`src/rtl/sdram_arbiter.sv`:
```
// sdram_arbiter: shares one SDRAM controller command port between the ioctl
// loader (writes), the video line fetch (reads) and the refresh timer.
module sdram_arbiter #(
    parameter int ADDR_W         = 25,
    parameter int DATA_W         = 16,
    parameter int REFRESH_CYCLES = 780,
    parameter int STARVE_MAX     = 8
) (
    input  logic              clk_ram,
    input  logic              reset_n,
    input  logic              ld_req,
    input  logic [ADDR_W-1:0] ld_addr,
    input  logic [DATA_W-1:0] ld_data,
    output logic              ld_ack,
    input  logic              vid_req,
    input  logic [ADDR_W-1:0] vid_addr,
    output logic [DATA_W-1:0] vid_rdata,
    output logic              vid_valid,
    output logic              ctl_req,
    output logic              ctl_we,
    output logic              ctl_refresh,
    output logic [ADDR_W-1:0] ctl_addr,
    output logic [DATA_W-1:0] ctl_wdata,
    input  logic              ctl_ack,
    input  logic [DATA_W-1:0] ctl_rdata,
    input  logic              ctl_rvalid,
    output logic              busy
);

    localparam int RW = (REFRESH_CYCLES > 1) ? $clog2(REFRESH_CYCLES) : 1;
    localparam int SW = (STARVE_MAX > 0) ? $clog2(STARVE_MAX + 1) : 1;
    localparam logic [RW-1:0] RELOAD = RW'(REFRESH_CYCLES - 1);
    localparam logic [SW-1:0] SMAX   = SW'(STARVE_MAX);

    typedef enum logic [2:0] {
        IDLE,
        ISSUE_WR,
        ISSUE_RD,
        WAIT_RD,
        REFRESH
    } state_t;

    state_t            state_q, state_d;
    logic [RW-1:0]     rcnt_q, rcnt_d;
    logic              pend_q, pend_d;
    logic [SW-1:0]     starve_q, starve_d;
    logic              ctl_req_q, ctl_req_d;
    logic              ctl_we_q, ctl_we_d;
    logic              ctl_refresh_q, ctl_refresh_d;
    logic [ADDR_W-1:0] ctl_addr_q, ctl_addr_d;
    logic [DATA_W-1:0] ctl_wdata_q, ctl_wdata_d;
    logic              ld_ack_q, ld_ack_d;
    logic              vid_valid_q, vid_valid_d;
    logic [DATA_W-1:0] vid_rdata_q, vid_rdata_d;
    logic              busy_q, busy_d;

    always_comb begin
        state_d       = state_q;
        pend_d        = pend_q;
        starve_d      = starve_q;
        ctl_req_d     = ctl_req_q;
        ctl_we_d      = ctl_we_q;
        ctl_refresh_d = ctl_refresh_q;
        ctl_addr_d    = ctl_addr_q;
        ctl_wdata_d   = ctl_wdata_q;
        ld_ack_d      = 1'b0;
        vid_valid_d   = 1'b0;
        vid_rdata_d   = vid_rdata_q;

        if (rcnt_q == '0) begin
            rcnt_d = RELOAD;
        end else begin
            rcnt_d = rcnt_q - RW'(1);
        end

        unique case (state_q)
            IDLE: begin
                if (pend_q) begin
                    state_d       = REFRESH;
                    ctl_req_d     = 1'b1;
                    ctl_we_d      = 1'b0;
                    ctl_refresh_d = 1'b1;
                end else if (ld_req && starve_q == SMAX) begin
                    state_d       = ISSUE_WR;
                    starve_d      = '0;
                    ctl_req_d     = 1'b1;
                    ctl_we_d      = 1'b1;
                    ctl_refresh_d = 1'b0;
                    ctl_addr_d    = ld_addr;
                    ctl_wdata_d   = ld_data;
                end else if (vid_req) begin
                    state_d       = ISSUE_RD;
                    ctl_req_d     = 1'b1;
                    ctl_we_d      = 1'b0;
                    ctl_refresh_d = 1'b0;
                    ctl_addr_d    = vid_addr;
                    // below SMAX here, so the increment saturates naturally
                    if (ld_req) begin
                        starve_d = starve_q + SW'(1);
                    end else begin
                        starve_d = '0;
                    end
                end else if (ld_req) begin
                    state_d       = ISSUE_WR;
                    starve_d      = '0;
                    ctl_req_d     = 1'b1;
                    ctl_we_d      = 1'b1;
                    ctl_refresh_d = 1'b0;
                    ctl_addr_d    = ld_addr;
                    ctl_wdata_d   = ld_data;
                end
            end
            ISSUE_WR: begin
                if (ctl_ack) begin
                    state_d   = IDLE;
                    ctl_req_d = 1'b0;
                    ld_ack_d  = 1'b1;
                end
            end
            ISSUE_RD: begin
                if (ctl_ack) begin
                    state_d   = WAIT_RD;
                    ctl_req_d = 1'b0;
                end
            end
            WAIT_RD: begin
                if (ctl_rvalid) begin
                    state_d     = IDLE;
                    vid_rdata_d = ctl_rdata;
                    vid_valid_d = 1'b1;
                end
            end
            REFRESH: begin
                if (ctl_ack) begin
                    state_d   = IDLE;
                    ctl_req_d = 1'b0;
                    pend_d    = 1'b0;
                end
            end
            default: begin
                state_d   = IDLE;
                ctl_req_d = 1'b0;
            end
        endcase

        // an expiry in the same cycle as the refresh ack keeps pending set
        if (rcnt_q == '0) begin
            pend_d = 1'b1;
        end

        busy_d = (state_d != IDLE);
    end

    always_ff @(posedge clk_ram or negedge reset_n) begin
        if (!reset_n) begin
            state_q       <= IDLE;
            rcnt_q        <= RELOAD;
            pend_q        <= 1'b0;
            starve_q      <= '0;
            ctl_req_q     <= 1'b0;
            ctl_we_q      <= 1'b0;
            ctl_refresh_q <= 1'b0;
            ctl_addr_q    <= '0;
            ctl_wdata_q   <= '0;
            ld_ack_q      <= 1'b0;
            vid_valid_q   <= 1'b0;
            vid_rdata_q   <= '0;
            busy_q        <= 1'b0;
        end else begin
            state_q       <= state_d;
            rcnt_q        <= rcnt_d;
            pend_q        <= pend_d;
            starve_q      <= starve_d;
            ctl_req_q     <= ctl_req_d;
            ctl_we_q      <= ctl_we_d;
            ctl_refresh_q <= ctl_refresh_d;
            ctl_addr_q    <= ctl_addr_d;
            ctl_wdata_q   <= ctl_wdata_d;
            ld_ack_q      <= ld_ack_d;
            vid_valid_q   <= vid_valid_d;
            vid_rdata_q   <= vid_rdata_d;
            busy_q        <= busy_d;
        end
    end

    assign ld_ack      = ld_ack_q;
    assign vid_valid   = vid_valid_q;
    assign vid_rdata   = vid_rdata_q;
    assign ctl_req     = ctl_req_q;
    assign ctl_we      = ctl_we_q;
    assign ctl_refresh = ctl_refresh_q;
    assign ctl_addr    = ctl_addr_q;
    assign ctl_wdata   = ctl_wdata_q;
    assign busy        = busy_q;

endmodule

```
`config.mk`:
```
export PLATFORM = sky130hd
export DESIGN_NAME = sdram_arbiter
export DESIGN_NICKNAME = d
export VERILOG_FILES = /design/src/rtl/sdram_arbiter.sv
export SDC_FILE = /design/constraint.sdc
export NUM_CORES = 1
export LEC_CHECK = 0
export BUFFER_PORTS_ARGS = -buffer_cell sky130_fd_sc_hd__buf_2
export CORE_ASPECT_RATIO = 1.2
export CORE_UTILIZATION = 50
export CTS_BUF_LIST = sky130_fd_sc_hd__clkbuf_2 sky130_fd_sc_hd__clkbuf_4 sky130_fd_sc_hd__clkbuf_8
export DETAILED_ROUTE_END_ITERATION = 12
export PLACE_DENSITY = 0.91
export SLEW_MARGIN = 40
export SYNTH_ARGS = -nofsm -noshare
export SYNTH_HDL_FRONTEND = slang
export SYNTH_SLANG_ARGS = --single-unit
```
`constraint.sdc`:
```
create_clock -name clk_ram -period 2.5 [get_ports clk_ram]
set_clock_uncertainty 0.15 [all_clocks]
set_input_delay 0.5 -clock clk_ram [delete_from_list [all_inputs] [get_ports clk_ram]]
set_output_delay 0.5 -clock clk_ram [all_outputs]
set_load 0.03 [all_outputs]
```
==> results.cfg <==
[clocking]
clock_sinks = 81
cts_max_path_buffers = 2
root_buffer = clkbuf_8
cts.clk_slew.worst_paths_ps = 90
clk_latency_ps = 350
tritoncts = yes
htree_levels = 3
numCtsBuffers = 9
ctsHoldBuffers = 1
cts_setup_buffers = 0
postCtsResizedCells = 0

[worst_setup_path]
crit_buf_inv = 1
cp.required_ps = 2640
end_kind = register
critPathMaxStageDelay_ps = 550
cp_max_fo = 6
crit_chain = inv_1 > ha_1 > or4b_1 > nor3_1 > or2_2
crit_slowest_cell = or4b_1
cp-start-kind = register
worstSetupPathType = register to register
crit_family = simple AND/OR/NAND/NOR gates
worstPathArrival_ps = 2210

[yosys]
synth_fp_nets = 391
synth_area_um2 = 3670
yosys_most_used_dff = dfrtp_1
synth_edf_count = 0
synth_compound_area_frac = 0.208
synth_area_per_cell_um2 = 12.2
synthAdderAreaFrac = 0.0102
synth_seq_cells = 81
synth_cell_type_count = 45
synth_top_family_by_area = compound AO/OA/AOI/OAI gates
synth.area.mux_share = 0.104
synth_cells = 300
synthArstFlopShare = 1.00
yosys.area.top_type = dfrtp_1
yosys.area_share.simple = 0.0688
synth_top_area_frac = 0.518
synth.area.top_cells = dfrtp_1 52%, mux2_2 10%, a2bb2oi_1 6.2%
yosys_warnings = 0
synth-seq-area-share = 0.553
synthXorXnorAreaFrac = 0.00477

[place]
dpl_worst_slack_ps = 460
place_area_um2 = 4500
place_congestion = 0.821
place_hpwl_mm = 6.18
port_buffers = 150

[layout]
num-fill-cells = 538
area_delta_synth_final_pct = 27.6
fin_util = 0.672
seq_area_um2 = 2030
fin_area_um2 = 4690
drive_above_1_share = 0.489
nNetsFinal = 540
diodes = 0
multiInputGateArea_um2 = 1460

[sta]
drv_slew = 0
rsz0062_at_grt = false
tightest_slew_ps = 507
max_freq_ghz = 0.483
hold_viol = 0
finalSetupTns_ps = 0
fin_crit_sh = 0.827
period_minus_slack_ps = 2070
layout_setup_ws_ps = 432
relSlewSlack = 0.662
final-setup-viol-count = 0

[power_and_ir_drop]
p_leak_nw = 2.18
p_total_mw = 6.03
power_density_nw_per_um2 = 1290
ir_drop_mv = 0.725

[global_route]
grt_pass1_wl_mm = 13.3
grt_pass1_vias = 2899
grt_usage = 0.231
overflow = 0
grt_max_degree = 42
antenna_found_initial = 0

[floorplan]
die_w_um = 80.2
die_y_um = 95.9
coreArea_um2 = 6980
die_area_um2 = 7700
ios = 151
start_util = 0.526
rows = 33

[outcome]
status = finished clean

[route]
avgRoutedWirePerCell_um = 15.7
ant_nets = 0
drc = 0
viasPerCell = 5.66
drt_iter0_markers = 137
dr_total_vias = 3064
wl_mm = 8.49
drtPass1Iterations = 4

[hold_path]
hp-class = primary input to register

[job]
max_cap_viol_count = 0
[layout by cell type, fill, tap and decap left out, types with 2 or more instances in the layout]
master,n
inv_6,3
buf_2,149
a21oi_1,2
mux2_2,33
nor3_1,2
or2_2,3
o31ai_1,3
nand3_1,4
nor4_1,3
buf_4,10
or4_4,2
nand2b_1,3
ha_1,3
or4_1,2
dfstp_2,5
nor2_1,4
a22o_1,2
clkinvlp_4,2
o311ai_0,2
a21o_1,2
inv_1,12
nand2_1,4
a2bb2oi_1,26
buf_12,2
nand4_1,2
clkinv_2,2
dfrtp_1,76
clkbuf_8,9
or3_1,2
a311oi_1,26
a21boi_0,2
o21ai_0,35
[per-layer routing]
layer | up-vias | wire length (µm) | track usage
li1 | 1441 | - | -
met1 | 1485 | 3520 | 0.286
met2 | 124 | 4320 | 0.386
met3 | 14 | 487 | 0.0455
met4 | 0 | 167 | 0.115
met5 | - | 0 | 0
[flip-flops by register name, summed over array words and instances (netlist names)]
name,flops
state_q,3
ctl_refresh,1
ctl_wdata,16
ctl_req,1
ctl_addr,25
ctl_we,1
vid_rdata,16
vid_valid,1
starve_q,4
rcnt_q,10
ld_ack,1
pend_q,1
busy,1
[area by class of cell]
| type | instances | share of cell area |
|---|---|---|
| clock inverter | 7 | 0.0109 |
| multi-input combinational | 183 | 0.310 |
| tap | 87 | 0.0232 |
| clock buffer | 9 | 0.0264 |
| timing repair buffer | 162 | 0.186 |
| sequential | 81 | 0.434 |
| inverter | 12 | 0.00961 |
[per-stage QoR]
step | hold slack, ps | cells
final | 232 | 541
after global routing | 210 | 541
after CTS | 214 | 541
after detailed placement | 319 | 524
after global placement | 305 | 524
after floorplan | 54.4 | 300
[synth_stat cells (2+ instances only)]
library cell  count
nor2_1            5
a2bb2oi_1        26
nor3_1            2
buf_6             5
or4_1             2
a21o_1            2
o31ai_1           3
nor4_1            3
or4_4             2
or3_1             2
a21boi_0          2
buf_4             3
ha_1              3
mux2_2           33
nand2b_1          3
a21oi_1           2
clkbuf_1         12
nand2_1           4
a311oi_1         26
dfstp_2           5
nand4_1           2
or2_2             3
dfrtp_1          76
nand3_1           4
a22o_1            2
inv_1            12
buf_2             3
o21ai_0          35
o311ai_0          2
[kinds of logic after synthesis]
group / Yosys count
AO/OA/AOI/OAI: 104
XOR/XNOR: 2
adder cells (fa/ha/maj): 3
buffers and inverters: 36
flip-flops: 81
multiplexers: 34
AND/OR/NAND/NOR: 40
[worst paths after layout]
kind                            cells after the start            to         start  slack [ps]
worst min-delay path                                2  vid_rdata[7]  ctl_rdata[7]         230
max in group asynchronous                           3   ctl_addr[4]       reset_n        1080
worst min register to register                      1        ctl_we        ctl_we         330
worst max-delay path                                5     rcnt_q[3]     rcnt_q[0]         430
min in group asynchronous                           2  vid_rdata[2]       reset_n         510
worst max register to register                      5     rcnt_q[3]     rcnt_q[0]         430
[power by group]
part / switching [mW] / internal (mW)
logic: 1.83 / 1.16
registers: 0.329 / 1.87
clock network: 0.473 / 0.367
Note: power is estimated with default switching activity, not from simulation.
